`config.mk`:
```
export PLATFORM = sky130hd
export DESIGN_NAME = hidden_cpu_sequencer
export DESIGN_NICKNAME = d
export VERILOG_FILES = /design/src/rtl/hidden_cpu_sequencer.sv
export SDC_FILE = /design/constraint.sdc
export NUM_CORES = 1
export LEC_CHECK = 0
export ABC_CLOCK_PERIOD_IN_PS = 2700
export BUFFER_PORTS_ARGS = -buffer_cell sky130_fd_sc_hd__buf_4
export CORE_MARGIN = 1
export CORE_UTILIZATION = 46
export DETAILED_ROUTE_END_ITERATION = 8
export SLEW_MARGIN = 10
export SYNTH_ARGS = -nofsm -noshare
export SYNTH_HDL_FRONTEND = slang
export SYNTH_SLANG_ARGS = --single-unit
```
`constraint.sdc`:
```
create_clock -name clk -period 2.7 [get_ports clk]
set_input_delay 0.405 -clock clk [delete_from_list [all_inputs] [get_ports clk]]
set_output_delay 0.405 -clock clk [all_outputs]
set_load 0.1 [all_outputs]
```
`src/rtl/hidden_cpu_sequencer.sv`:
```
// Program-buffer instruction sequencer for the HiddenCPU core: loads words, then replays them
// one per clock with optional looping or single-stepping.
module hidden_cpu_sequencer #(
  parameter int              DEPTH    = 16,
  parameter int              AW       = 4,
  parameter int              IW       = 6,
  parameter int              LW       = 4,
  parameter logic [IW-1:0]   NOP_WORD = 6'b000000
) (
  input  logic          clk,
  input  logic          rst,
  input  logic          clear,
  input  logic          load_valid,
  input  logic [IW-1:0] load_data,
  input  logic          start,
  input  logic [LW-1:0] loops,
  input  logic          step_mode,
  input  logic          step,
  input  logic          abort,
  output logic [IW-1:0] instr_out,
  output logic          instr_valid,
  output logic [AW-1:0] issue_addr,
  output logic [AW:0]   count,
  output logic          busy,
  output logic          done,
  output logic          overflow
);

  typedef enum logic [1:0] {IDLE, RUN, DONE} state_t;

  localparam logic [AW:0] FULL_COUNT = (AW+1)'(DEPTH);
  localparam logic [AW:0] ONE_COUNT  = (AW+1)'(1);

  state_t        state, nextState;
  logic [IW-1:0] progBuf [DEPTH];
  logic [AW-1:0] wrPtr, rdPtr;
  logic [LW-1:0] loopLeft;
  logic          full, lastAddr;
  logic          issue, wrEn, ovfSet, startAccept;

  assign full     = (count == FULL_COUNT);
  assign lastAddr = ({1'b0, rdPtr} == (count - ONE_COUNT));

  always_comb begin
    nextState   = state;
    issue       = 1'b0;
    wrEn        = 1'b0;
    ovfSet      = 1'b0;
    startAccept = 1'b0;
    unique case (state)
      IDLE: begin
        // start takes the cycle even when refused, so a coincident load is always dropped
        if (start) begin
          if (count != '0) begin
            startAccept = 1'b1;
            nextState   = RUN;
          end
        end else if (load_valid) begin
          if (full) ovfSet = 1'b1;
          else      wrEn   = 1'b1;
        end
      end
      RUN: begin
        if (abort) begin
          nextState = IDLE;
        end else if (!step_mode || step) begin
          issue = 1'b1;
          if (lastAddr && loopLeft == '0) nextState = DONE;
        end
      end
      DONE:    nextState = IDLE;
      default: nextState = IDLE;
    endcase
    if (rst || clear) begin
      nextState   = IDLE;
      issue       = 1'b0;
      wrEn        = 1'b0;
      ovfSet      = 1'b0;
      startAccept = 1'b0;
    end
  end

  always_ff @(posedge clk) begin
    if (wrEn) progBuf[wrPtr] <= load_data;
  end

  always_ff @(posedge clk) begin
    if (rst) begin
      state       <= IDLE;
      count       <= '0;
      wrPtr       <= '0;
      rdPtr       <= '0;
      loopLeft    <= '0;
      instr_out   <= NOP_WORD;
      instr_valid <= 1'b0;
      issue_addr  <= '0;
      busy        <= 1'b0;
      done        <= 1'b0;
      overflow    <= 1'b0;
    end else begin
      state       <= nextState;
      busy        <= (nextState == RUN);
      done        <= (state == DONE) && !clear;
      instr_valid <= issue;
      instr_out   <= issue ? progBuf[rdPtr] : NOP_WORD;
      if (issue) issue_addr <= rdPtr;

      if (clear) begin
        count    <= '0;
        wrPtr    <= '0;
        rdPtr    <= '0;
        overflow <= 1'b0;
      end else begin
        if (wrEn) begin
          wrPtr <= wrPtr + AW'(1);
          count <= count + ONE_COUNT;
        end
        if (ovfSet) overflow <= 1'b1;
        if (startAccept) begin
          rdPtr    <= '0;
          loopLeft <= loops;
        end
        if (issue) begin
          if (lastAddr) begin
            rdPtr <= '0;
            if (loopLeft != '0) loopLeft <= loopLeft - LW'(1);
          end else begin
            rdPtr <= rdPtr + AW'(1);
          end
        end
      end
    end
  end

endmodule

```
# == Yosys cells after proc, flatten, opt, wreduce, memory -nomap -nowiden ==
# Memory sizes are Yosys's and may differ from the RTL's. A register that Yosys moved wholly into a read port is not among the register bits.
# Cells that the tools add are included.
# Widths: inputs -> output; s select.
# word_totals
in_bits,18
ram_bits,96
word_cells,69
register_bits,27
mem_count,1
# op_classes
n_eq_ne,5
add_sub_neg,5
n_reduce_logical,13
muxes,34
bitwise_logic,1
# mem_list
name,depth,width,read_ports,rd_clocked_by_memory_dff,wr,line,rtl
progBuf,16,6,1,1,1,35,logic [IW-1:0] progBuf [DEPTH];
# op_table
cell,n
$mux 4,7
$mux 1,20
$mux 2,6
$add 4x1->4 const B,2
$add 5x1->5 const B,1
$eq 4x5->1,1
$eq 5x5->1 const B,1
$reduce_bool 5->1,1
$sub 5x1->5 const B,1
$eq 2x1->1 const B,2
$logic_not 4->1,1
$pmux 2 s2,1
$reduce_bool 4->1,1
$reduce_or 2->1,2
$sub 4x1->4 const B,1
$eq 2x2->1 const B,1
$logic_and 1x1->1,2
$logic_not 1->1,2
$logic_not 2->1,1
$logic_or 1x1->1,2
$reduce_bool 2->1,1
$not 1->1,1

# == Logic depth before layout (Yosys ltp) ==
# Gate-level depths: netlist of run 1.
# depth
depth_word,9
mapped_depth,8
depth_no_buf,7

# == Least setup slack after synthesis of run 1 ==
# No wires, ideal clock.
# synth_path
path_kind,register to register
from,reg count[0]
to,mem progBuf[0][0] (enable)
n_path_buf,1
synth_period_minus_slack_ns,3.126
stages_incl_launch_ff,8
arrival_ns,2.749
slack_ns,-0.426
cell_sequence,dfxtp_1 inv_1 ha_1 and4bb_2 nor4b_2 buf_4 nand2_1 nor3_1
# synth_via
elab_chain_len,8
# synth_rtl
element,line,rtl
start: declaration,23,"output logic [AW:0] count,"
start signal: assignment,116,count <= count + ONE_COUNT;
$eq 5x5->1,41,assign full = (count == FULL_COUNT);
$mux 1,59,if (full) ovfSet = 1'b1;
$mux 1,58,end else if (load_valid) begin
$mux 1,53,if (start) begin
$mux 1,50,unique case (state)
$mux 1,74,if (rst || clear) begin
$mux 1,84,if (wrEn) progBuf[wrPtr] <= load_data;
$mux 1 (not written as such),84,
end: declaration,35,
# Every way passes these cells.

# == Final worst setup path of run 1 ==
# layout_path
from,reg count[0]
to,mem progBuf[11][1] (enable)
# The elaborated chain is that of the path after synthesis.

==> results of run 1 <==
## cells in the mapped netlist (2+ instances only)
cell type,number,area share (%)
nand3b_1,3,0.42
nand4_1,4,0.47
a21oi_1,7,0.66
buf_1,2,0.14
dfxtp_1,33,12
a31oi_1,5,0.59
ha_1,8,1.9
and2_1,6,0.71
mux4_2,30,13
inv_1,8,0.57
nand3_1,6,0.57
o31ai_1,2,0.28
o21ai_0,3,0.28
edfxtp_1,96,54
nor2b_1,4,0.47
clkbuf_1,7,0.49
nor3b_1,3,0.42
nor3_1,8,0.75
buf_4,2,0.28
nor2_1,25,1.8
o211ai_1,4,0.57
buf_2,3,0.28
xor2_1,6,0.99
nand2_1,23,1.6
xnor2_1,6,0.99
nand2b_1,4,0.47
## cell families after synthesis
| logic type | Yosys count | share of synthesized area (%) |
|---|---|---|
| and+or+nand+nor | 98 | 10.3 |
| DFF | 129 | 66.7 |
| AOI/OAI and AO/OA | 29 | 3.68 |
| xor gates and xnor gates | 13 | 2.43 |
| buffers and inverters | 24 | 2.07 |
| adders and majority gates | 8 | 1.89 |
| muxes | 31 | 12.9 |
## layout make-up
type / count / area [um2]
Clock inverter: 15 / 193
Inverter: 8 / 30.0
Clock buffer: 17 / 425
Fill cell: 881 / 4520
Sequential cell: 129 / 3550
Multi-Input combinational cell: 179 / 1670
Tap cell: 140 / 175
Timing Repair Buffer: 61 / 470
## worst max-delay path: cells and delay by family, from the launching register on
kind / cells / cell delay (ns)
simple gates: 4 / 1.15
flops: 1 / 0.40
buf+inv: 2 / 0.24
fa+ha+maj: 1 / 0.24
## through the flow
step	hold slack (ns)	area, um2	power (W)	setup WS, ns
4_1_cts	0.230	6500	0.00461	0.129
3_5_place_dp	0.457	5880	0.00225	0.0285
6_report	0.240	6510	0.00458	0.376
3_3_place_gp	0.455	5880	0.00225	0.148
5_1_grt	0.234	6510	0.00470	0.181
2_1_floorplan	0.443	5320	0.00220	-0.0528
## where the power goes
| part | total, W | internal (W) | switching [W] |
|---|---|---|---|
| combinational | 0.0000792 | 0.0000307 | 0.0000485 |
| clock | 0.00237 | 0.00154 | 0.000832 |
| sequential | 0.00213 | 0.00213 | 0.00000151 |
| total | 0.00458 | 0.00370 | 0.000882 |
## timing repair
action | in CTS | in global routing
endpoints found under the setup margin | 0 | 18
hold buffers | 0 | 0
gates resized for setup | 0 | 1
## metal layers
layer | up-vias | part of all wire (%)
met3 | 11 | 4.7
met1 | 1512 | 50
met4 | 0 | 0.99
met2 | 67 | 45
li1 | 1408 | -
met5 | - | 0
## how the worst max path moves through the flow
| stage | slack, ns | cells after the start | to | startpoint |
|---|---|---|---|---|
| final | 0.38 | 7 | progBuf[11][1]$_DFFE_PP_ | count[0]$_SDFFE_PN0P_ |
| after global routing | 0.18 | 7 | progBuf[1][0]$_DFFE_PP_ | count[0]$_SDFFE_PN0P_ |
| after CTS | 0.13 | 7 | progBuf[11][2]$_DFFE_PP_ | count[0]$_SDFFE_PN0P_ |
| after detailed placement | 0.03 | 6 | progBuf[11][2]$_DFFE_PP_ | rst |
| after global placement | 0.15 | 6 | progBuf[11][0]$_DFFE_PP_ | rst |
| after floorplan | -0.05 | 7 | progBuf[0][0]$_DFFE_PP_ | count[0]$_SDFFE_PN0P_ |
## flip-flops by register name, summed over array words and instances, names as in the netlist
| signal | count |
|---|---|
| overflow | 1 |
| count | 5 |
| instr_valid | 1 |
| wrPtr | 4 |
| rdPtr | 4 |
| loopLeft | 4 |
| busy | 1 |
| instr_out | 6 |
| progBuf | 96 |
| state | 2 |
| issue_addr | 4 |
| done | 1 |
==> reports/qor.yml, run 1 <==
layout.nets: 422
synth_nets: 358
vias: 2998
finalSetupViolations: 0
clk_pin_slew_ns: 0.06
fin_skew_ns: 0.00734
rr_worst_depth: 7
path_cells: "inv_1 > ha_1 > and4bb_2 > nor4b_4 > nand2_1 > nor2_1 > buf_4"
synth_ff_type: "edfxtp_1"
leakage_nw: 2.23
routed_wl_um: 10300
status: "finished clean"
slew_headroom_pct: 69.9
first_global_vias: 2886
critPathKind: "reg -> reg"
synthCells: 332
hold_class: "in -> reg"
hold_end: "loopLeft[2]$_SDFFE_PP0N_"
arrival_ns: 2.45
use_met3_pct: 7.41
dp_cells: 517
p_per_area_nw_per_um2: 703
wire_per_inst_um: 18.7
ant_nets: 0
htreeDepth: 4
crit_path_top_delay_cell: "nor4b_4"
ir_worst_vdd_uv: 596
layout_common_cells: "96 x edfxtp_1, 60 x buf_4, 30 x mux4_2"
synth_edf_count: 96
grt_util_all_layers_pct: 19.2
rsz0062_at_grt: "false"
grt_first_pass_wirelength_um: 16000
grt_max_degree: 26
synth_area_per_cell_um2: 16.0
fin_crit_sh_pct: 86.1
min_from: "clear"
cts_buffer_depth: 2
dr.pass1.iters: 4
layout-drive-gt1-share_pct: 32.8
antenna_found_initial: 0
finalHoldViolCount: 0
cts_made_buffers: 17
dieArea_um2: 12000
coreArea_um2: 11000
max_cap_violations: 0
r2r_slack_ns: 0.38
ios: 37
syn_to_final_growth_pct: 22.6
port_buffers: 36
drcViolationCount: 0
slew_violations: 0
drt_iter0_drc: 195
cp_max_fo: 7
ys_types: 50
cts_tree: "built"
fin_setup_tns_ns: 0
instances_no_fill: 549
clk_latency_ns: 0.41
viasPerCell: 5.46
fmax_ghz: 0.430
final_core_util_pct: 59.0
cp-end-kind: "register"
grt-ovfl-total: 0
grtUsageMet1_pct: 27.7
seq_area_frac_synth_pct: 66.7
tightest_slew_ns: 0.449
chipHeight_um: 109
die_w_um: 109
cts-root-buf: "clkbuf_16"
worstSetupStartpointType: "register"
place_congestion: 0.780
grtUsageMet2_pct: 27.0
final_common_cell: "edfxtp_1"
timing.final.crit_period_ns: 2.32
ys_ff_latch: 129
cts_setup_buffers: 0
holdPathStages: 2
required_ns: 2.82
cpPeakStageDelay_ns: 0.43
r2r-start: "count[0]$_SDFFE_PN0P_"
grt.busiest_layer: "met1"
ys_warn_count: 0
reg2reg_to: "progBuf[11][1]$_DFFE_PP_"
initial_utilization_pct: 48.1
insertedDiodeCount: 0
synthArstFlopShare_pct: 0
clock-sinks: 129
std_cell_rows: 38
hpwl_um: 7010
synth_area_um2: 5310
Power figures use the tool's default switching activity.
==> run 2: changes to the inputs <==
Settings changed: ABC_CLOCK_PERIOD_IN_PS 2700 to 2650, REMOVE_ABC_BUFFERS set to 1.
Clock period 2.7 ns to 2.65 ns, I/O delays scaled along.
==> run 2 against run 1 <==
Net effect: clock-buffer cell count up 2; non-clock buffer count up 3; routed wire length up 2.0%; total power up 0.44%; first-iteration DRC count up 21%; clock power about the same; critical path depth unchanged; via count up 0.10%; hold slack worse by 0.0047 ns; sequential cell count unchanged; largest power group unchanged.
==> reports/qor.yml, run 2 (synthesis results as in run 1) <==
wire_per_inst_um: 19.0  # +1.5%
critical_path_depth: 7  # unchanged
worstSetupStartpointType: "register"
clk_pin_slew_ns: 0.06  # about the same
top_register: "progBuf"
cts_made_buffers: 17  # unchanged
timing.final.crit_period_ns: 2.39  # +0.0646 ns
fin_crit_sh_pct: 90.1  # +4.1 points
path_cells: "inv_1 > ha_1 > and4bb_2 > nor4b_2 > nand2_1 > nor2_1 > buf_4"
arrival_ns: 2.52  # +0.07 ns
drt_iter0_drc: 235  # +21%
htreeDepth: 4  # unchanged
fin_skew_ns: 0.00539  # -0.00195 ns
layout.nets: 425  # +0.71%
cts_setup_buffers: 0  # unchanged
cts_tree: "built"
crit_path_top_delay_cell: "nor4b_2"
top_regs: "progBuf: 96 flops, instr_out: 6 flops, count: 5 flops"
hpwl_um: 6830  # -2.5%
ant_nets: 0  # unchanged
dr.pass1.iters: 5  # +1
routed_wl_um: 10500  # +2.0%
grt_first_pass_wirelength_um: 16300  # +1.6%
final_core_util_pct: 58.7  # -0.26 points
dieArea_um2: 12000  # unchanged
slew_headroom_pct: 65.5  # -4.3 points
final.fill_count: 859  # -2.5%
fin_setup_tns_ns: 0  # unchanged
cp-end-kind: "register"
finalSetupViolations: 0  # unchanged
critical-path-top-delay-family: "simple AND/OR/NAND/NOR gates"
critPathKind: "reg -> reg"
syn_to_final_growth_pct: 22.0
chipHeight_um: 109  # unchanged
grt-ovfl-total: 0  # unchanged
grt_max_degree: 29  # +12%
insertedDiodeCount: 0  # unchanged
holdPathStages: 2  # unchanged
hold_class: "in -> reg"
clock-sinks: 129  # unchanged
status: "finished clean"
leakage_nw: 2.23  # about the same
drcViolationCount: 0  # unchanged
highest_layer: "met4"
required_ns: 2.78  # -0.04 ns
fmax_ghz: 0.419  # -2.7%
grt_util_all_layers_pct: 19.6  # +0.37 points
layout-drive-gt1-share_pct: 31.8  # -0.97 points
place_area_um2: 5890  # about the same
finalHoldViolCount: 0  # unchanged
cp_max_fo: 6  # -1
largest_reg_flops: 96  # unchanged
cts_buffer_depth: 2  # unchanged
std_cell_rows: 38  # unchanged
first_global_vias: 2881  # -0.17%
cts_resized: 0  # unchanged
final_common_cell: "edfxtp_1"
place_congestion: 0.787  # +0.79%
cts_hold_buf: 0  # unchanged
coreArea_um2: 11000  # unchanged
vias: 3001  # +0.10%
dr_wl_met3_um: 592  # +24%
tightest_slew_ns: 0.516  # +0.0666 ns
cts-root-buf: "clkbuf_16"
rr_worst_depth: 7  # unchanged
critPathBufInv: 2  # unchanged
ir_worst_vdd_uv: 478  # -20%
viasPerCell: 5.44  # -0.44%
ios: 37  # unchanged
initial_utilization_pct: 48.1  # unchanged
layout_common_cells: "96 x edfxtp_1, 64 x buf_4, 32 x dfxtp_1"
hold_ws_ns: 0.235  # -0.00470 ns
dpl_worst_slack_ns: 0.139  # +0.111 ns
layout_setup_ws_ns: 0.261  # -0.115 ns
wl_met1_um: 4980  # -2.5%
port_buffers: 36  # unchanged
fin_area_um2: 6480  # -0.44%
rsz0062_at_grt: "false"
r2r_slack_ns: 0.26  # -0.11 ns
slew_violations: 0  # unchanged
max_cap_violations: 0  # unchanged
p_per_area_nw_per_um2: 709  # +0.89%
cpPeakStageDelay_ns: 0.50  # +0.07 ns
clk_latency_ns: 0.42  # about the same
die_w_um: 109  # unchanged
wl_met2_um: 4740  # +3.4%
antenna_found_initial: 0  # unchanged
==> run 2: cell count changes in the layout (fill, tap and decap cells not counted), sizes merged <==
cell | previous run | this run
buf | 61 | 64
bufinv | 4 | 3
clkbuf | 17 | 19
clkinv | 9 | 8
clkinvlp | 2 | 0
inv | 8 | 10
==> run 2: layer usage <==
layer	global-route usage, %	vias up
met4	8.57	0
met5	0	-
met1	27.7	1479
li1	-	1420
met3	5.93	13
met2	28.0	89
==> run 2: worst register-to-register path, cell delays in order (launching register included) <==
cell and delay [ns]:
dfxtp_1 0.41, inv_1 0.08, ha_1 0.23, and4bb_2 0.26
nor4b_2 0.50, nand2_1 0.24, nor2_1 0.19, buf_4 0.18
==> run 2: metrics by stage <==
stage               power [W]  instances
floorplan             0.00224        316
finish                0.00460        552
global route          0.00472        552
CTS                   0.00464        552
detailed placement    0.00229        520
global placement      0.00229        520
==> run 2: layout make-up <==
type / count / area [um2] / share of cell area, %
sequential: 129 / 3540 / 54.7
multi-input combinational: 179 / 1660 / 25.6
timing repair buffer: 64 / 480 / 7.41
clock buffer: 19 / 433 / 6.68
tap: 140 / 175 / 2.70
clock inverter: 13 / 160 / 2.47
inverter: 8 / 30.0 / 0.463
==> run 2: report_power, final <==
group	switching [W]	internal (W)	leakage, nW	total, W
combinational	0.0000487	0.0000309	0.811	0.0000796
sequential	0.00000126	0.00217	1.13	0.00217
clock	0.000869	0.00148	0.291	0.00235
total	0.000919	0.00368	2.23	0.00460
==> run 2: final timing paths <==
check | start | endpoint
max | count[1]$_SDFFE_PN0P_ | progBuf[11][3]$_DFFE_PP_
max reg2reg | count[1]$_SDFFE_PN0P_ | progBuf[11][3]$_DFFE_PP_
min reg2reg | issue_addr[1]$_SDFFE_PP0P_ | issue_addr[1]$_SDFFE_PP0P_
min | clear | loopLeft[2]$_SDFFE_PP0N_
